$ cat src/rtl/mcycle_pkg.sv
// rtl/mcycle_pkg.sv - shared states, enable indices and class flags for the multi-cycle sequencer
package mcycle_pkg;

    typedef enum logic [2:0] {
        ST_IF    = 3'd0,
        ST_ID    = 3'd1,
        ST_EX    = 3'd2,
        ST_MEM   = 3'd3,
        ST_WB    = 3'd4,
        ST_HALT  = 3'd5,
        ST_FAULT = 3'd6
    } state_e;

    localparam int EN_IF = 0;
    localparam int EN_ID = 1;
    localparam int EN_EX = 2;
    localparam int EN_MEM = 3;
    localparam int EN_WB = 4;
    localparam int EN_W = 5;

    typedef struct packed {
        logic load;
        logic store;
        logic rf_we;
    } class_t;

    function automatic logic misaligned(input logic [1:0] low_bits);
        return low_bits != 2'b00;
    endfunction

endpackage

$ cat src/rtl/mem_wait_timer.sv
// rtl/mem_wait_timer.sv - counts no-ack cycles of a memory handshake and flags the last allowed one
module mem_wait_timer #(
    parameter int LIMIT = 15
) (
    input  logic clk,
    input  logic rst,
    input  logic clear,
    input  logic inc,
    output logic expired
);

    if (LIMIT > 0) begin : g_on
        localparam int W = $clog2(LIMIT + 1);
        localparam logic [W-1:0] LAST = W'(LIMIT - 1);

        logic [W-1:0] count;

        always_ff @(posedge clk or posedge rst) begin
            if (rst) begin
                count <= '0;
            end else if (clear) begin
                count <= '0;
            end else if (inc) begin
                count <= count + W'(1);
            end
        end

        // High during the wait cycle whose missing ack makes the LIMIT-th miss
        assign expired = inc && (count == LAST);
    end else begin : g_off
        logic unused_ok;
        assign unused_ok = ^{clk, rst, clear, inc};
        assign expired = 1'b0;
    end

endmodule

$ cat src/rtl/mcycle_seq.sv
// rtl/mcycle_seq.sv - multi-cycle CPU sequencer: stage enables, PC, memory handshakes, debug halt, instret
module mcycle_seq
    import mcycle_pkg::*;
#(
    parameter int XLEN = 32,
    parameter logic [XLEN-1:0] RESET_PC = XLEN'(32'h1c000000),
    parameter int MEM_TIMEOUT = 15,
    parameter int CNT_W = 32
) (
    input  logic             clk,
    input  logic             rst,
    output logic             imem_req,
    output logic [XLEN-1:0]  imem_addr,
    input  logic             imem_ack,
    output logic             dmem_req,
    output logic             dmem_we,
    input  logic             dmem_ack,
    input  logic             dec_load,
    input  logic             dec_store,
    input  logic             dec_rf_we,
    input  logic             jump_en,
    input  logic [XLEN-1:0]  jump_target,
    input  logic             debug_halt,
    input  logic             debug_step,
    output logic [EN_W-1:0]  en,
    output logic             rf_we,
    output logic [XLEN-1:0]  pc,
    output logic [2:0]       state,
    output logic             halted,
    output logic             fault,
    output logic [CNT_W-1:0] instret
);

    state_e            state_q;
    logic [XLEN-1:0]   pc_q;
    logic [CNT_W-1:0]  instret_q;
    class_t            cls_q;

    logic              in_wait;
    logic              ack_cur;
    logic              expired;
    logic              commit;
    logic              jump_bad;
    logic [XLEN-1:0]   pc_next;

    assign in_wait = (state_q == ST_IF) || (state_q == ST_MEM);
    assign ack_cur = (state_q == ST_IF) ? imem_ack : dmem_ack;

    mem_wait_timer #(
        .LIMIT(MEM_TIMEOUT)
    ) u_timer (
        .clk    (clk),
        .rst    (rst),
        .clear  (!in_wait || ack_cur),
        .inc    (in_wait && !ack_cur),
        .expired(expired)
    );

    // Commit is the final cycle of an instruction, wherever its class ends it
    assign commit = ((state_q == ST_EX) && !cls_q.load && !cls_q.store && !cls_q.rf_we)
                 || ((state_q == ST_MEM) && dmem_ack && !cls_q.load)
                 ||  (state_q == ST_WB);
    assign jump_bad = jump_en && misaligned(jump_target[1:0]);
    assign pc_next  = jump_en ? jump_target : pc_q + XLEN'(4);

    always_ff @(posedge clk or posedge rst) begin
        if (rst) begin
            state_q   <= ST_IF;
            pc_q      <= RESET_PC;
            instret_q <= '0;
            cls_q     <= '0;
        end else if (commit) begin
            if (jump_bad) begin
                state_q <= ST_FAULT;
            end else begin
                pc_q      <= pc_next;
                instret_q <= instret_q + CNT_W'(1);
                state_q   <= debug_halt ? ST_HALT : ST_IF;
            end
        end else begin
            case (state_q)
                ST_IF: begin
                    if (imem_ack)     state_q <= ST_ID;
                    else if (expired) state_q <= ST_FAULT;
                end
                ST_ID: begin
                    cls_q   <= '{load: dec_load, store: dec_store, rf_we: dec_rf_we};
                    state_q <= ST_EX;
                end
                ST_EX:   state_q <= (cls_q.load || cls_q.store) ? ST_MEM : ST_WB;
                ST_MEM: begin
                    if (dmem_ack)     state_q <= ST_WB;
                    else if (expired) state_q <= ST_FAULT;
                end
                ST_HALT: begin
                    if (debug_step || !debug_halt) state_q <= ST_IF;
                end
                ST_FAULT: state_q <= ST_FAULT;
                default:  state_q <= ST_FAULT;
            endcase
        end
    end

    // Handshake and strobe outputs are held low for the whole reset assertion
    always_comb begin
        en          = '0;
        en[EN_IF]   = (state_q == ST_IF) && imem_ack;
        en[EN_ID]   = (state_q == ST_ID);
        en[EN_EX]   = (state_q == ST_EX);
        en[EN_MEM]  = (state_q == ST_MEM) && dmem_ack;
        en[EN_WB]   = (state_q == ST_WB);
        if (rst) en = '0;
    end

    assign imem_req  = !rst && (state_q == ST_IF);
    assign imem_addr = pc_q;
    assign dmem_req  = !rst && (state_q == ST_MEM);
    assign dmem_we   = dmem_req && cls_q.store;
    assign rf_we     = !rst && (state_q == ST_WB);
    assign halted    = !rst && (state_q == ST_HALT);
    assign fault     = !rst && (state_q == ST_FAULT);
    assign pc        = pc_q;
    assign state     = state_q;
    assign instret   = instret_q;

endmodule
$ cat config.mk
export PLATFORM = sky130hd
export DESIGN_NAME = mcycle_seq
export DESIGN_NICKNAME = d
export VERILOG_FILES = /design/src/rtl/mcycle_pkg.sv /design/src/rtl/mem_wait_timer.sv /design/src/rtl/mcycle_seq.sv
export SDC_FILE = /design/constraint.sdc
export NUM_CORES = 1
export LEC_CHECK = 0
export CAP_MARGIN = 25
export CORE_UTILIZATION = 49
export CTS_CLUSTER_DIAMETER = 80
export DETAILED_ROUTE_END_ITERATION = 16
export PLACE_DENSITY = 0.86
export SYNTH_ARGS = -nofsm -noshare
export SYNTH_HDL_FRONTEND = slang
export SYNTH_SLANG_ARGS = --single-unit
$ cat constraint.sdc
create_clock -name clk -period 5.8 [get_ports clk]
set_input_delay 1.16 -clock clk [delete_from_list [all_inputs] [get_ports clk]]
set_output_delay 1.16 -clock clk [all_outputs]
set_load 0.005 [all_outputs]
==> summary.md <==
| Metric | Value |
|---|---|
| Vias in the first global route | 3,868 |
| M1 WL | 4.87 mm |
| EDFF count, synth | 0 |
| WL met2 | 5.88 mm |
| Sequential fraction of the synthesis area | 0.425 |
| Status | complete, no violations |
| Worst Hold End | instret[31] |
| Tcrit/Tclk final | 0.668 |
| Drt drc | 0 |
| Synth Area in Simple Gates | 0.246 |
| Ports | 152 |
| Top FF cell, synth | dfrtp_1 |
| GR Util All Layers | 0.266 |
| Clock skew | 0.00972 ns |
| Synth Register Bits | 74 |
| Pin count of the biggest net entering global routing | 75 |
| Die area | 9300 sq um |
| Startpoint types | input pin |
| Iteration-0 DRC Markers | 333 |
| Port-buffer cells | 151 |
| CP required | 6.08 ns |
| Final nets | 639 |
| Diode count | 0 |
| Top routing layer used | met4 |
| RSZ-0062 raised after global routing | no |
| CP delay by family, top | buffers and inverters |
| Crit path max fanout | 36 |
| Final cell utilization of the core | 0.684 |
| Reg-to-reg setup timing slack | 2.70 ns |
| Vert. Die Dim | 96.4 um |
| Wire per inst | 16.9 um |
| Antenna violations before repair | 0 |
| Metal3 WL | 1.06 mm |
| CTS Buffer Depth | 2 |
| DRT Pass-1 Iters | 5 |
| Async set or reset register ratio after synthesis | 1.00 |
| Row cnt | 34 |
| Setup TNS | 0 ns |
| Syn avg cell area | 9.14 sq um |
| Cell with the most instances after synthesis | dfrtp_1 |
| Post-synth top area share | 0.407 |
| Critical path class | input pin to flop |
| XOR/XNOR Fraction of Synth Area | 0.0662 |
| HPWL after DPL | 8.47 mm |
| Setup bufs post-CTS | 0 |
| Post-DP Area | 5720 sq um |
| Via count | 4,255 |
| Hold Vio Cnt, Final | 0 |
| Distinct cell type count after synthesis | 62 |
| RD Place Congestion | 0.872 |
| Antenna viol nets, final | 0 |
| R2R Path End | instret[21] |
| Max-Cap Viols | 0 |
| Cts hold-fix bufs | 0 |
| Power per cell area | 414 nW/um^2 |
| Largest family of logic cells by synthesized area | simple AND/OR/NAND/NOR gates |
| Layout cells sized above 1 | 0.0669 |
| Synth Area in Compound Gates | 0.150 |
| VDD IR-drop max | 0.239 mV |
| Total CTS buffers | 9 |
| Multiplexer share of the synthesized area | 0.0169 |
| Post-CTS resize count | 0 |
| Area share of fa/ha/maj cells after synthesis | 0.0115 |
| Largest area contributor in the netlist | dfrtp_1 |
| Max_slew headroom | 0.376 |
| P&R area growth vs syn | 36.0% |
| Drt total wl | 12.0 mm |
| Clock Latency Late Sink | 0.35 ns |
| Max-slew violation count | 0 |
| Type of the tightest min-delay check | flop to flop |
| CP cell instances | clkdlybuf4s50_1 -> buf_4 -> inv_1 -> a2bb2oi_2 -> nand2_1 -> buf_4 -> nor4_1 -> xor2_1 |
| Cell mode on critical path | buf_4 |
| Fmax | 258 MHz |
| Ys Warns | 0 |
| LEAKAGE | 2.30 nW |
| Crit-path slowest cell | nand2_1 |
| CP arrival | 4.15 ns |
| Setup violators final | 0 |
| Core box area | 8680 sq um |
| CP Buf/Inv Count | 4 |
| Design area | 5940 sq um |
| Ranking of synthesized cells by area | dfrtp_1, buf_4, nor2_1, xor2_1, nand3_1 |
| First-pass GRT wire length | 18.8 mm |
| Initial Util | 0.503 |
| Hold Startpoint | instret[31] |
| Clock sink count | 74 |
| Worst setup EP type | flop |
| Synth cell count leaders | dfrtp_1, nor2_1, buf_4 |
| CTS tree | yes |
| Critical R2R Launch | state[2] |
| Worst-path clk slew | 0.08 ns |
| Vias per cell | 6.03 |
| Worst-Margin Slew | 0.936 ns |
| Worst hold path depth | 1 |
| CTS root buffer | clkbuf_8 |
| Die W | 96.4 um |
| R2R cell count | 6 |
| Syn_nets | 524 |
| Htree depth | 3 |
| Post-Syn Area | 4370 sq um |
| Fin Hold WS | 0.488 ns |
| Post-layout min period | 3.87 ns |
| Gr ovfl total | 0 |
| Synth Instances | 478 |
| CP peak stage delay | 0.54 ns |
==> flip-flops by register name, indices dropped and copies added (netlist names) <==
signal,count
cls_q,3
imem_addr,32
instret,32
state,3
u_timer.g_on.count,4
==> per-stage QoR <==
stage,std cells,setup slack (ns),power [mW]
floorplan,478,1.23,1.49
global placement,690,1.80,1.97
detailed placement,690,1.62,2.00
CTS,706,1.97,2.46
global route,706,1.74,2.63
finish,706,1.93,2.46
==> cell families after synthesis <==
logic type | after synthesis
mux | 7
simple gates | 199
xor+xnor | 33
fa+ha+maj | 4
flops | 74
buf+inv | 64
compound gates | 97
==> layout make-up <==
cell class,count,area [sq um]
Fill cell,687,2740
Multi-Input combinational cell,340,2140
Sequential cell,74,1860
Timing Repair Buffer,154,1530
Tap cell,108,135
Clock buffer,9,124
Clock inverter,7,93.8
Inverter,14,52.6
==> per-layer routing <==
metal / GRT usage / up-vias
li1: - / 1957
met1: 0.355 / 2043
met2: 0.435 / 229
met3: 0.0579 / 26
met4: 0.0760 / 0
met5: 0 / -
==> worst reg2reg max path, cell delays in order, from the launching register on <==
cell and delay, ns:
dfrtp_1 0.63, or3b_1 0.52, o211ai_1 0.23, nand2_1 0.61
buf_4 0.44, nor4_1 0.40, xor2_1 0.19
==> power breakdown <==
part | internal (mW) | switching [mW]
Combinational | 0.624 | 0.459
Sequential | 0.667 | 0.265
Clock | 0.241 | 0.201
==> how the worst max path moves through the flow <==
stage	slack [ns]	start	cells after the start	to
after CTS	1.97	jump_en	8	instret[21]
after floorplan	1.23	rst	4	en[4]
final	1.93	jump_en	8	instret[21]
after global routing	1.74	jump_en	8	instret[21]
after detailed placement	1.62	jump_en	8	instret[21]
after global placement	1.80	jump_en	8	instret[22]
==> layout by cell type, fill, tap and decap left out, drive strengths merged, types with 3 or more instances in the layout <==
cell type	synthesis	final
clkdlybuf4s50	0	151
dfrtp	71	71
nor2	45	45
nand2	32	32
nand3	28	28
a21oi	23	23
nor3	22	22
o21ai	21	21
nand4	20	20
xor2	18	18
xnor2	15	15
inv	14	14
nor4	14	14
clkbuf	14	9
and2	7	7
and3	7	7
o22ai	6	6
o211ai	5	5
a22oi	5	5
or4	5	5
mux2i	4	4
ha	4	4
or3	4	4
nand2b	3	3
o21bai	3	3
a21o	3	3
a311oi	3	3
a31oi	3	3
nand3b	3	3
mux2	3	3
dfstp	3	3
buf	36	3
clkinv	0	3
No activity file was read; power rests on OpenSTA's default activity.
